--- config.mk ---
export PLATFORM = sky130hd
export DESIGN_NAME = shifter_2d_mc
export DESIGN_NICKNAME = d
export VERILOG_FILES = /design/src/rtl/shifter_2d_mc.sv
export SDC_FILE = /design/constraint.sdc
export NUM_CORES = 1
export LEC_CHECK = 0
export CAP_MARGIN = 20
export CORE_MARGIN = 2
export CORE_UTILIZATION = 31
export CTS_CLUSTER_DIAMETER = 100
export CTS_CLUSTER_SIZE = 10
export DETAILED_ROUTE_END_ITERATION = 10
export SYNTH_ARGS = -nofsm -noshare
export SYNTH_HDL_FRONTEND = slang
export SYNTH_SLANG_ARGS = --single-unit
--- constraint.sdc ---
create_clock -name clock -period 2.7 [get_ports clock]
set_clock_uncertainty 0.2 [all_clocks]
set_input_delay 0.675 -clock clock [delete_from_list [all_inputs] [get_ports clock]]
set_output_delay 0.675 -clock clock [all_outputs]
set_load 0.03 [all_outputs]
--- src/rtl/shifter_2d_mc.sv ---
// Multi-lane tapped delay line with per-lane registered taps, rotate mode and occupancy tracking.
// Latency: in -> stage s at edge k+s, on salida at k+s+1; no backpressure (enable strobes shifts); optional SHIFTER_2D_DROP_CNT_EN.
module shifter_2d_mc #(
  parameter int DEPTH = 32,
  parameter int WIDTH = 8,
  parameter int LANES = 2,
  localparam int SELW = $clog2(DEPTH),
  localparam int OCCW = $clog2(DEPTH + 1)
) (
  input  logic                   clock,
  input  logic                   reset,
  input  logic                   enable,
  input  logic                   clear,
  input  logic                   modo,
  input  logic                   recirc,
  input  logic [LANES*SELW-1:0]  seleccion,
  input  logic [LANES*WIDTH-1:0] entrada_serie,
  input  logic                   entrada_valid,
  output logic [LANES*WIDTH-1:0] salida_serie,
  output logic [LANES-1:0]       salida_valid,
  output logic [OCCW-1:0]        occupancy,
  output logic                   full,
  output logic [15:0]            drop_count
);

  localparam logic [SELW-1:0] LAST = SELW'(DEPTH - 1);

  logic [LANES*WIDTH-1:0] stage_q [DEPTH];
  logic [DEPTH-1:0]       v_q;
  logic [LANES*WIDTH-1:0] tap_dat;
  logic [LANES-1:0]       tap_vld;
  logic                   in_vld;
  logic [OCCW-1:0]        occ_nxt;

  // Tap index per lane; out-of-range selects fall back to the last stage.
  for (genvar i = 0; i < LANES; i++) begin : g_lane
    logic [SELW-1:0] sel;
    logic [SELW-1:0] tap;
    assign sel = seleccion[i*SELW +: SELW];
    assign tap = !modo ? LAST : ((32'(sel) >= DEPTH) ? LAST : sel);
    assign tap_dat[i*WIDTH +: WIDTH] = stage_q[tap][i*WIDTH +: WIDTH];
    assign tap_vld[i] = v_q[tap];
  end

  assign in_vld  = recirc ? v_q[DEPTH-1] : entrada_valid;
  assign occ_nxt = recirc ? occupancy
                          : occupancy + OCCW'(entrada_valid) - OCCW'(v_q[DEPTH-1]);
  assign full    = (occupancy == OCCW'(DEPTH));

  always_ff @(posedge clock or negedge reset) begin
    if (!reset) begin
      for (int k = 0; k < DEPTH; k++) stage_q[k] <= '0;
      v_q          <= '0;
      salida_serie <= '0;
      salida_valid <= '0;
      occupancy    <= '0;
    end else if (!clear) begin
      for (int k = 0; k < DEPTH; k++) stage_q[k] <= '0;
      v_q          <= '0;
      salida_serie <= '0;
      salida_valid <= '0;
      occupancy    <= '0;
    end else begin
      // Output taps sample every cycle, independent of enable.
      salida_serie <= tap_dat;
      salida_valid <= tap_vld;
      if (enable) begin
        for (int k = 1; k < DEPTH; k++) stage_q[k] <= stage_q[k-1];
        stage_q[0] <= recirc ? stage_q[DEPTH-1] : entrada_serie;
        v_q        <= {v_q[DEPTH-2:0], in_vld};
        occupancy  <= occ_nxt;
      end
    end
  end

`ifdef SHIFTER_2D_DROP_CNT_EN
  logic [15:0] drop_q;

  always_ff @(posedge clock or negedge reset) begin
    if (!reset) begin
      drop_q <= '0;
    end else if (!clear) begin
      drop_q <= '0;
    end else if (enable && !recirc && v_q[DEPTH-1] && (drop_q != 16'hFFFF)) begin
      drop_q <= drop_q + 16'd1;
    end
  end

  assign drop_count = drop_q;
`else
  assign drop_count = 16'h0000;
`endif

endmodule

; Word-level counts from Yosys, hierarchy flattened
; Cells that the tools add are included.
[word_totals]
reg_bits = 568
elab_cells = 71
out_inout_bits = 41
[op_classes]
n_eq_ne = 3
order_cmp = 4
add_sub_neg = 2
bitwise = 2
n_reduce_logical = 1
muxes = 23
[ops]
columns = operator, n
row1 = $mux W512, 2
row2 = $bmux W16 S5, 2
row3 = $mux W16, 4
row4 = $mux W32, 2
row5 = $mux W6, 3
row6 = $mux W8, 2
row7 = $ge A6 B6 Y1 const B, 2
row8 = $lt A5 B6 Y1 const B, 2
row9 = $not A5 Y6, 2
row10 = $bmux W1 S5, 2
row11 = $mux W5, 2
row12 = $add A6 B1 Y6, 1
row13 = $eq A6 B6 Y1 const B, 1
row14 = $sub A6 B1 Y6, 1
row15 = $ne A2 B2 Y1 const B, 2
row16 = $mux W1, 3
row17 = $mux W2, 1
row18 = $reduce_and A2 Y1, 1

; Longest topological paths before layout
; Gate-level depths: netlist (run 1).
[logic_depth]
depth_word = 6
mapped_depth = 10
ltp_nobuf = 10

; Least setup slack after synthesis (run 1)
; Ideal clock, no wire load.
[synth_timing]
path_kind = reg-to-reg
start = register occupancy[0]
end = register occupancy[4]
stages_incl_launch_ff = 11
t_arrival_ns = 2.048
required_time_ns = 2.381
period_less_slack_ns = 2.368
path_slack_ns = 0.332
cell_sequence = dfrtp_1 inv_1 ha_1 inv_1 ha_1 fa_1 a21oi_1 o21bai_1 xor2_1 a21oi_1 nor2b_1
[synth_between]
elab_chain_cells = 5
[synth_rtl]
columns = element, line_no
row1 = "start, declared", 21  ; output logic [OCCW-1:0] occupancy,
row2 = "start signal, assigned", 71  ; occupancy <= occ_nxt;
row3 = $add A6 B1 Y6, 47  ; : occupancy + OCCW'(entrada_valid) - OCCW'(v_q[DEPTH-1]);
row4 = $sub A6 B1 Y6, 47
row5 = $mux W6, 46  ; assign occ_nxt = recirc ? occupancy
row6 = $mux W6, 67  ; if (enable) begin
row7 = $mux W6, 57  ; end else if (!clear) begin
; Every way passes these cells. The select of a mux whose other input is x is not followed.
; A chain may end at the register's enable or synchronous reset.

; Final worst setup path (run 1)
[layout_timing]
start = register salida_valid[0]
end = output salida_valid[0]
[layout_rtl]
columns = element, line_no
row1 = "start, declared", 20  ; output logic [LANES-1:0] salida_valid,
row2 = "start signal, assigned", 66  ; salida_valid <= tap_vld;
; No word-level cell between the ends.

==> results.yml, run 1 <==
yosys:
  ys_dominant_reg_cell: "sky130_fd_sc_hd__dfrtp_1"
  yosys.area.top_type_share_pct: 48.3
  netlist_instances: 2557
  yosys.cell_count.top_type: "sky130_fd_sc_hd__mux2i_1"
  ys_async_sr_fraction_pct: 100
  seq_area_frac_synth_pct: 48.3
  synth_top_cell_by_area: "sky130_fd_sc_hd__dfrtp_1"
  synth_warnings: 0
  post_synth_most_frequent_cells: "sky130_fd_sc_hd__mux2i_1, sky130_fd_sc_hd__dfrtp_1, sky130_fd_sc_hd__nor2b_1, sky130_fd_sc_hd__buf_2, sky130_fd_sc_hd__clkbuf_1"
  post_synth_main_area_contributors: "sky130_fd_sc_hd__dfrtp_1, sky130_fd_sc_hd__mux2i_1, sky130_fd_sc_hd__nor2b_1, sky130_fd_sc_hd__mux4_2, sky130_fd_sc_hd__mux2_2"
  synth_enable_flop_cells: 0
  post_synth_num_cell_types: 66
  synth.avg_cell_area_sq_um: 11.5
  synth_seq_cells: 568
  netlist_area_sq_um: 29400
power:
  p_leak_nw: 15.5
  peakVddDrop_mv: 0.391
  power_density_over_cell_area_nw_per_um2: 548
floorplan:
  dieWidth_microns: 312
  initial_core_util_pct: 31.1
  placementRows: 113
  io_pins: 74
  total_die_area_sq_um: 97400
  floorplan.core_area_sq_um: 94600
  die-height_microns: 312
clock_network:
  ctsLongestPathBuffers: 3
  tritoncts: "built"
  post_cts_setup_repair_bufs: 0
  numClockSinks: 568
  htree_num_levels: 3
  clock_insertion_delay_worst_skew_ns: 0.61
  clk_transition_reported_paths_ns: 0.06
  cts-buffers-inserted: 67
  root_driver: "sky130_fd_sc_hd__clkbuf_16"
sta:
  setup-tns-final_ns: 0
  setup_violations: 0
  max_slew.worst_pin.slew_ns: 0.970
  max_freq_mhz: 378
  hold_violations: 0
  finalCritPeriodShare_pct: 98.1
  final_max_slew_viol_count: 0
  rsz0062_at_grt: "false"
  worst_slew_margin_rel_pct: 35.4
  layout_min_cycle_time_ns: 2.65
setup_path:
  cp_cell_sequence: "clkdlybuf4s50_1"
  crit_path_start_kind: "flop"
  critPathSlowestCell: "sky130_fd_sc_hd__clkdlybuf4s50_1"
  worst-endpoint-required_ns: 1.82
  critPathCaptureType: "output port"
  cp-startpoint: "salida_valid[0]$_DFF_PN0_"
  crit_path_max_fanout: 1
  crit-reg2reg-launch: "v_q[31]$_DFFE_PN0P_"
  rr_endpoint: "occupancy[4]$_DFFE_PN0P_"
  ws_path_type: "flop to output port"
  cp.buffers_inverters: 1
  critPathArrivalTime_ns: 1.77
  r2r_slack_ns: 0.31
  critical_path.top_delay_family: "buffers and inverters"
  worstRegToRegCells: 9
  crit_path_max_incr_delay_ns: 0.77
finish:
  final_core_util_pct: 35.8
  postLayoutCellArea_sq_um: 33800
  share_of_final_layout_standard_cells_stronger_than_drive_strength_1_pct: 11.8
  number_of_nets_in_the_final_layout: 2651
  area_growth_pct: 14.9
global_routing:
  grtUsageTotal_pct: 15.4
  grt_first_pass_wirelength_microns: 120000
  grt_antenna_before_repair: 0
  global_route.overflow_total: 0
  maximum_number_of_pins_on_one_net_before_global_route_repair: 235
  grt_pass1_vias: 19800
placed_design:
  place.port_buffers: 57
  routabilityCongestion: 0.780
  post-dp-hpwl_microns: 48400
  placedInstanceArea_sq_um: 32100
drt:
  vias: 19400
  totalWireLength_microns: 74700
  drt_iter0_markers: 1653
  detail_route.drc_violations: 0
  final_antenna_net_count: 0
  wl_per_cell_microns: 19.2
  drt_pass1_iterations: 5
  drt-vias-per-instance: 4.99
hold_path:
  worst_hold_startpoint: "clear"
  hold-path-cell-count: 2
  hold_path.class: "input pin to flop"
  timing.hold.worst_endpoint: "stage_q[46]$_DFFE_PN0P_"
run_status:
  outcome: "finished clean"
run:
  cap_violations: 0
==> flip-flops by register name (all words and copies together), names as in the netlist <==
register / flops
occupancy: 6
stage_q: 512
salida_valid: 2
salida_serie: 16
v_q: 32
==> repair_timing <==
action                                  4_1_cts  5_1_grt
gates resized for setup                      11        2
endpoints found under the setup margin        8        1
endpoints found under the hold margin        23        0
hold buffers                                  1        0
==> metal layers <==
metal | routed length [microns] | up-vias | part of all wire, % | global-route usage [%]
met5 | 0 | - | 0 | 0
met4 | 1130 | 0 | 1.5 | 3.65
met3 | 2670 | 83 | 3.6 | 2.25
met2 | 33100 | 317 | 44 | 23.4
met1 | 37800 | 9826 | 51 | 23.0
li1 | - | 9133 | - | -
==> worst register-to-register path: stages, from the launching register on <==
cell and delay [ns]:
sky130_fd_sc_hd__dfrtp_1 0.50, sky130_fd_sc_hd__ha_1 0.34, sky130_fd_sc_hd__inv_1 0.04, sky130_fd_sc_hd__ha_1 0.20
sky130_fd_sc_hd__fa_1 0.43, sky130_fd_sc_hd__a21oi_1 0.15, sky130_fd_sc_hd__o21bai_1 0.09, sky130_fd_sc_hd__xor2_1 0.14
sky130_fd_sc_hd__a21oi_1 0.14, sky130_fd_sc_hd__nor2b_1 0.05
==> power by group <==
group | internal, mW | switching [mW]
combinational | 0.803 | 1.14
sequential | 8.58 | 0.0704
clock | 4.48 | 3.46
total | 13.9 | 4.68
==> cell families after synthesis <==
kind of cell	count (synthesis)	synth area share, %
AO/OA/AOI/OAI	373	9.00
XOR/XNOR	3	0.0893
adder cells (fa/ha/maj)	9	0.408
buffers and inverters	245	4.11
flip-flops	568	48.3
multiplexers	674	24.4
other	1	0.0127
AND/OR/NAND/NOR	684	13.7
==> cell usage in the layout, fill, tap and decap left out, types with 8 or more instances in the layout <==
master and instances:
sky130_fd_sc_hd__buf_12 41, sky130_fd_sc_hd__dfrtp_1 568, sky130_fd_sc_hd__nand2b_1 18, sky130_fd_sc_hd__mux2_2 46, sky130_fd_sc_hd__ha_1 8, sky130_fd_sc_hd__mux2i_1 599
sky130_fd_sc_hd__nand2_1 51, sky130_fd_sc_hd__conb_1 16, sky130_fd_sc_hd__nor2b_1 547, sky130_fd_sc_hd__mux4_2 28, sky130_fd_sc_hd__o311ai_0 13, sky130_fd_sc_hd__o22ai_1 71
sky130_fd_sc_hd__nor2_1 48, sky130_fd_sc_hd__clkdlybuf4s50_1 39, sky130_fd_sc_hd__o211ai_1 11, sky130_fd_sc_hd__a211oi_1 18, sky130_fd_sc_hd__clkbuf_16 68, sky130_fd_sc_hd__a21oi_1 40
sky130_fd_sc_hd__o211a_1 19, sky130_fd_sc_hd__o21ai_0 72, sky130_fd_sc_hd__inv_1 14, sky130_fd_sc_hd__buf_4 102, sky130_fd_sc_hd__o221ai_1 38, sky130_fd_sc_hd__a211o_1 26
==> through the flow <==
| step | total power [mW] | cells | hold WS [ns] | worst slack, ns |
|---|---|---|---|---|
| detailed placement | 10.8 | 3804 | 0.340 | -0.155 |
| floorplan | 9.95 | 2572 | 0.179 | 0.332 |
| global route | 19.3 | 3880 | 0.243 | 0.0149 |
| finish | 18.5 | 3881 | 0.258 | 0.0519 |
| global placement | 10.8 | 3804 | 0.342 | -0.133 |
| CTS | 18.8 | 3880 | 0.214 | 0.00755 |
==> final cells by class <==
cell class | count | area [sq um]
diodes | 1 | 2.50
clock buffers | 68 | 1700
clock inverters | 7 | 78.8
fillers | 9290 | 60800
inverters | 16 | 60.1
multi-input cells | 1759 | 14100
flip-flops and latches | 568 | 14200
well taps | 1265 | 1580
repair buffers | 197 | 2110
==> how the worst max path moves through the flow <==
stage               cells past startpoint  slack [ns]                          to
floorplan                              10        0.33    occupancy[4]$_DFFE_PN0P_
global placement                        4       -0.13  salida_serie[11]$_DFF_PN0_
detailed placement                      4       -0.15  salida_serie[11]$_DFF_PN0_
CTS                                     1       0.008             salida_valid[0]
global route                            1        0.01             salida_valid[0]
finish                                  1        0.05             salida_valid[0]
No activity file was read; power rests on OpenSTA's default activity.
==> run 2, diff against run 1 <==
Settings changed: SKIP_LAST_GASP set to 1.
==> results.yml, run 2 (synthesized netlist as in run 1, its figures left out) <==
run_status:
  outcome: "finished clean"
setup_path:
  crit_path_max_fanout: 1
  critPathArrivalTime_ns: 1.77
  cp_cell_sequence: "clkdlybuf4s50_1"
  critical_path.top_delay_family: "buffers and inverters"
  critPathCaptureType: "output port"
  critPathSlowestCell: "sky130_fd_sc_hd__clkdlybuf4s50_1"
  crit_path_max_incr_delay_ns: 0.76
  crit_path_start_kind: "flop"
  worst-endpoint-required_ns: 1.82
  cp.buffers_inverters: 1
  ws_path_type: "flop to output port"
clock_network:
  clock_insertion_delay_worst_skew_ns: 0.61
  tritoncts: "built"
  clk_transition_reported_paths_ns: 0.06
  post_cts_setup_repair_bufs: 0
  cts-buffers-inserted: 67
  numClockSinks: 568
  htree_num_levels: 3
  ctsLongestPathBuffers: 3
  root_driver: "sky130_fd_sc_hd__clkbuf_16"
drt:
  wl_per_cell_microns: 19.2
  final_antenna_net_count: 0
  drt_pass1_iterations: 7
  totalWireLength_microns: 74700
  drt_iter0_markers: 1653
  drt-vias-per-instance: 4.99
  detail_route.drc_violations: 0
  vias: 19400
power:
  peakVddDrop_mv: 0.391
  p_leak_nw: 15.5
  power_density_over_cell_area_nw_per_um2: 548
finish:
  share_of_final_layout_standard_cells_stronger_than_drive_strength_1_pct: 11.8
  top_reg_by_flops: "stage_q"
  layout_top_registers: "stage_q x512, v_q x32, salida_serie x16"
  fillCellCount: 9290
  number_of_nets_in_the_final_layout: 2651
  final_cell_mix: "sky130_fd_sc_hd__mux2i_1, sky130_fd_sc_hd__dfrtp_1, sky130_fd_sc_hd__nor2b_1"
  final_core_util_pct: 35.8
  final_common_cell: "sky130_fd_sc_hd__mux2i_1"
  largest_register_ffs: 512
  area_growth_pct: 14.9
placed_design:
  place.port_buffers: 57
  routabilityCongestion: 0.780
  post-dp-hpwl_microns: 48400
sta:
  max_freq_mhz: 378
  final_max_slew_viol_count: 0
  hold_violations: 0
  layout_min_cycle_time_ns: 2.65
  setup_violations: 0
  hold-worst-slack_ns: 0.258
  worst_slew_margin_rel_pct: 35.4
  rsz0062_at_grt: "false"
  finalCritPeriodShare_pct: 98.1
  max_slew.worst_pin.slew_ns: 0.970
run:
  cap_violations: 0
floorplan:
  total_die_area_sq_um: 97400
  floorplan.core_area_sq_um: 94600
  io_pins: 74
  die-height_microns: 312
  dieWidth_microns: 312
  initial_core_util_pct: 31.1
  placementRows: 113
global_routing:
  grt_pass1_vias: 19800
  grt_antenna_before_repair: 0
  maximum_number_of_pins_on_one_net_before_global_route_repair: 235
  grt_first_pass_wirelength_microns: 120000
  grtUsageTotal_pct: 15.4
  global_route.overflow_total: 0
hold_path:
  hold_path.class: "input pin to flop"
run 2: changes by cell type in the layout (fill, tap and decap cells not counted):
cell                       previous run  this run
sky130_fd_sc_hd__buf_2                4         3
sky130_fd_sc_hd__clkbuf_2             0         1
run 2: path summary, 6_finish.rpt:
check / start / end / slack, ns / cells after the start
min in group asynchronous: reset / stage_q[451]$_DFFE_PN0P_ / 0.35 / 2
max: salida_valid[0]$_DFF_PN0_ / salida_valid[0] / 0.05 / 1
min: clear / stage_q[46]$_DFFE_PN0P_ / 0.26 / 2
min reg2reg: stage_q[503]$_DFFE_PN0P_ / stage_q[503]$_DFFE_PN0P_ / 0.35 / 1
max in group asynchronous: reset / stage_q[290]$_DFFE_PN0P_ / 1.06 / 4
max reg2reg: v_q[31]$_DFFE_PN0P_ / occupancy[4]$_DFFE_PN0P_ / 0.31 / 9
run 2: per-stage QoR:
| step | setup TNS, ns | std cells | total power, mW | instance area, sq um | setup WS, ns |
|---|---|---|---|---|---|
| 3_3_place_gp | -0.268 | 3804 | 10.8 | 32100 | -0.133 |
| 4_1_cts | -0.0482 | 3880 | 18.8 | 33800 | -0.0482 |
| 3_5_place_dp | -0.539 | 3804 | 10.8 | 32100 | -0.155 |
| 6_report | 0 | 3881 | 18.5 | 33800 | 0.0517 |
| 5_1_grt | 0 | 3880 | 19.3 | 33800 | 0.0149 |
| 2_1_floorplan | 0 | 2572 | 9.95 | 29500 | 0.332 |
run 2: report_power, final:
group          switching [mW]  internal, mW
clock network            3.46          4.48
logic                    1.14         0.803
registers              0.0703          8.58
total                    4.68          13.9
run 2: layer usage:
| metal | GRT usage, % | vias to the layer above | share of wire, % |
|---|---|---|---|
| met5 | 0 | - | 0 |
| met4 | 3.65 | 0 | 1.5 |
| met3 | 2.25 | 83 | 3.5 |
| met2 | 23.4 | 311 | 44 |
| met1 | 23.0 | 9831 | 51 |
| li1 | - | 9132 | - |
run 2: area by class of cell:
cell class	count	area [sq um]	area share [%]
multi-input combinational	1759	14100	41.6
tap	1265	1580	4.68
inverter	16	60.1	0.178
clock inverter	7	78.8	0.233
sequential	568	14200	42.0
antenna	1	2.50	0.00740
timing repair buffer	197	2110	6.25
clock buffer	68	1700	5.03
run 2: timing repair:
| action | CTS | global route |
|---|---|---|
| hold endpoints to repair | 23 | 0 |
| gates resized for setup | 8 | 3 |
| endpoints found under the setup margin | 8 | 1 |
| hold buffers | 1 | 0 |
==> run 3, diff against run 2 <==
Settings changed: CTS_CLUSTER_SIZE 10 to 24, TNS_END_PERCENT set to 5.
==> results.yml, run 3 (synthesized netlist as in run 1, its figures left out) <==
power:
  report.power.total_mw: 15.4
  power_density_over_cell_area_nw_per_um2: 468
  peakVddDrop_mv: 0.516
  p_leak_nw: 15.0
floorplan:
  total_die_area_sq_um: 97400
  placementRows: 113
  floorplan.core_area_sq_um: 94600
  die-height_microns: 312
  initial_core_util_pct: 31.1
  dieWidth_microns: 312
  io_pins: 74
clock_network:
  clk_transition_reported_paths_ns: 0.10
  numClockSinks: 568
  root_driver: "sky130_fd_sc_hd__clkbuf_16"
  tritoncts: "built"
  cts-buffers-inserted: 28
  post_cts_setup_repair_bufs: 0
  ctsLongestPathBuffers: 3
  htree_num_levels: 1
  clock_insertion_delay_worst_skew_ns: 0.63
global_routing:
  maximum_number_of_pins_on_one_net_before_global_route_repair: 235
  grtUsageTotal_pct: 15.0
  grt_antenna_before_repair: 2
  grt_pass1_vias: 19400
  global_route.overflow_total: 0
  grt_first_pass_wirelength_microns: 118000
drt:
  detail_route.drc_violations: 0
  drt_pass1_iterations: 5
  drt-vias-per-instance: 4.97
  final_antenna_net_count: 0
  drt_iter0_markers: 1613
  vias: 19100
  wl_per_cell_microns: 19.2
  totalWireLength_microns: 73900
setup_path:
  critical_path.top_delay_family: "buffers and inverters"
  critPathSlowestCell: "sky130_fd_sc_hd__clkdlybuf4s50_1"
  worst-endpoint-required_ns: 1.82
  ws_path_type: "flop to output port"
  crit_path_start_kind: "flop"
  cp.buffers_inverters: 1
  critPathCaptureType: "output port"
  crit_path_max_fanout: 1
  critPathArrivalTime_ns: 1.88
  cp_cell_sequence: "clkdlybuf4s50_1"
  crit_path_max_incr_delay_ns: 0.80
finish:
  share_of_final_layout_standard_cells_stronger_than_drive_strength_1_pct: 10.3
  final_cell_mix: "sky130_fd_sc_hd__mux2i_1, sky130_fd_sc_hd__dfrtp_1, sky130_fd_sc_hd__nor2b_1"
  layout_top_registers: "stage_q x512, v_q x32, salida_serie x16"
  final_core_util_pct: 34.7
  largest_register_ffs: 512
  area_growth_pct: 11.5
  fin_cells: 3840
  postLayoutCellArea_sq_um: 32800
  top_reg_by_flops: "stage_q"
  fillCellCount: 9385
  number_of_nets_in_the_final_layout: 2612
  final_common_cell: "sky130_fd_sc_hd__mux2i_1"
placed_design:
  place.port_buffers: 57
  placedInstanceArea_sq_um: 32100
  post-dp-hpwl_microns: 48400
  post-place-cells: 3804
  routabilityCongestion: 0.780
sta:
  final_max_slew_viol_count: 0
  worst_case_setup_margin_in_the_final_layout_ns: -0.0589
  hold-worst-slack_ns: 0.237
  max_freq_mhz: 362
  finalCritPeriodShare_pct: 102
  rsz0062_at_grt: "true"
  max_slew.worst_pin.slew_ns: 1.07
  layout_min_cycle_time_ns: 2.76
  setup_violations: 6
  hold_violations: 0
  worst_slew_margin_rel_pct: 28.9
run_status:
  failed_checks: "negative setup slack"
  outcome: "finished, violations left"
run:
  cap_violations: 0
hold_path:
  hold_path.class: "input pin to flop"
## run 3: area by class of cell
class / count / area (sq um) / share of cell area, %
multi-input combinational: 1759 / 14100 / 42.9
sequential: 568 / 14200 / 43.3
clock inverter: 3 / 55.1 / 0.168
timing repair buffer: 197 / 2120 / 6.47
antenna: 2 / 5.00 / 0.0152
tap: 1265 / 1580 / 4.82
clock buffer: 30 / 718 / 2.19
inverter: 16 / 60.1 / 0.183
## run 3: repair_timing
| action | CTS | global route |
|---|---|---|
| endpoints found under the hold margin | 37 | 0 |
| hold buffers | 1 | 0 |
| setup endpoints to repair | 10 | 10 |
| gates resized for setup | 2 | 4 |
## run 3: through the flow
stage | setup TNS [ns] | worst slack (ns)
3_3_place_gp | -0.268 | -0.133
5_1_grt | -0.672 | -0.133
4_1_cts | -0.906 | -0.154
3_5_place_dp | -0.539 | -0.155
6_report | -0.220 | -0.0589
2_1_floorplan | 0 | 0.332
## run 3: worst paths after layout
path	from	end	slack, ns	depth (start not counted)
worst max-delay path	salida_valid[0]$_DFF_PN0_	salida_valid[0]	-0.06	1
worst min-delay path	clear	stage_q[11]$_DFFE_PN0P_	0.24	2
worst max register to register	v_q[31]$_DFFE_PN0P_	occupancy[4]$_DFFE_PN0P_	0.33	9
worst min register to register	stage_q[87]$_DFFE_PN0P_	stage_q[71]$_DFFE_PN0P_	0.35	2
max in group asynchronous	reset	stage_q[249]$_DFFE_PN0P_	1.09	3
min in group asynchronous	reset	stage_q[451]$_DFFE_PN0P_	0.31	2
## run 3: routing by layer
layer  part of all wire, %  vias to the layer above  wire length (microns)  GRT usage (%)
met4                   1.5                        0                   1130           2.66
li1                      -                     9018                      -              -
met3                   3.8                       65                   2780           1.88
met2                    44                      292                  32700           23.0
met1                    50                     9700                  37200           22.6
met5                     0                        -                      0              0
## run 3: report_power, final
part / internal (mW) / leakage [nW] / switching (mW)
registers: 8.56 / 7.91 / 0.0722
clock network: 1.93 / 0.376 / 2.85
logic: 0.808 / 6.69 / 1.15
total: 11.3 / 15.0 / 4.07
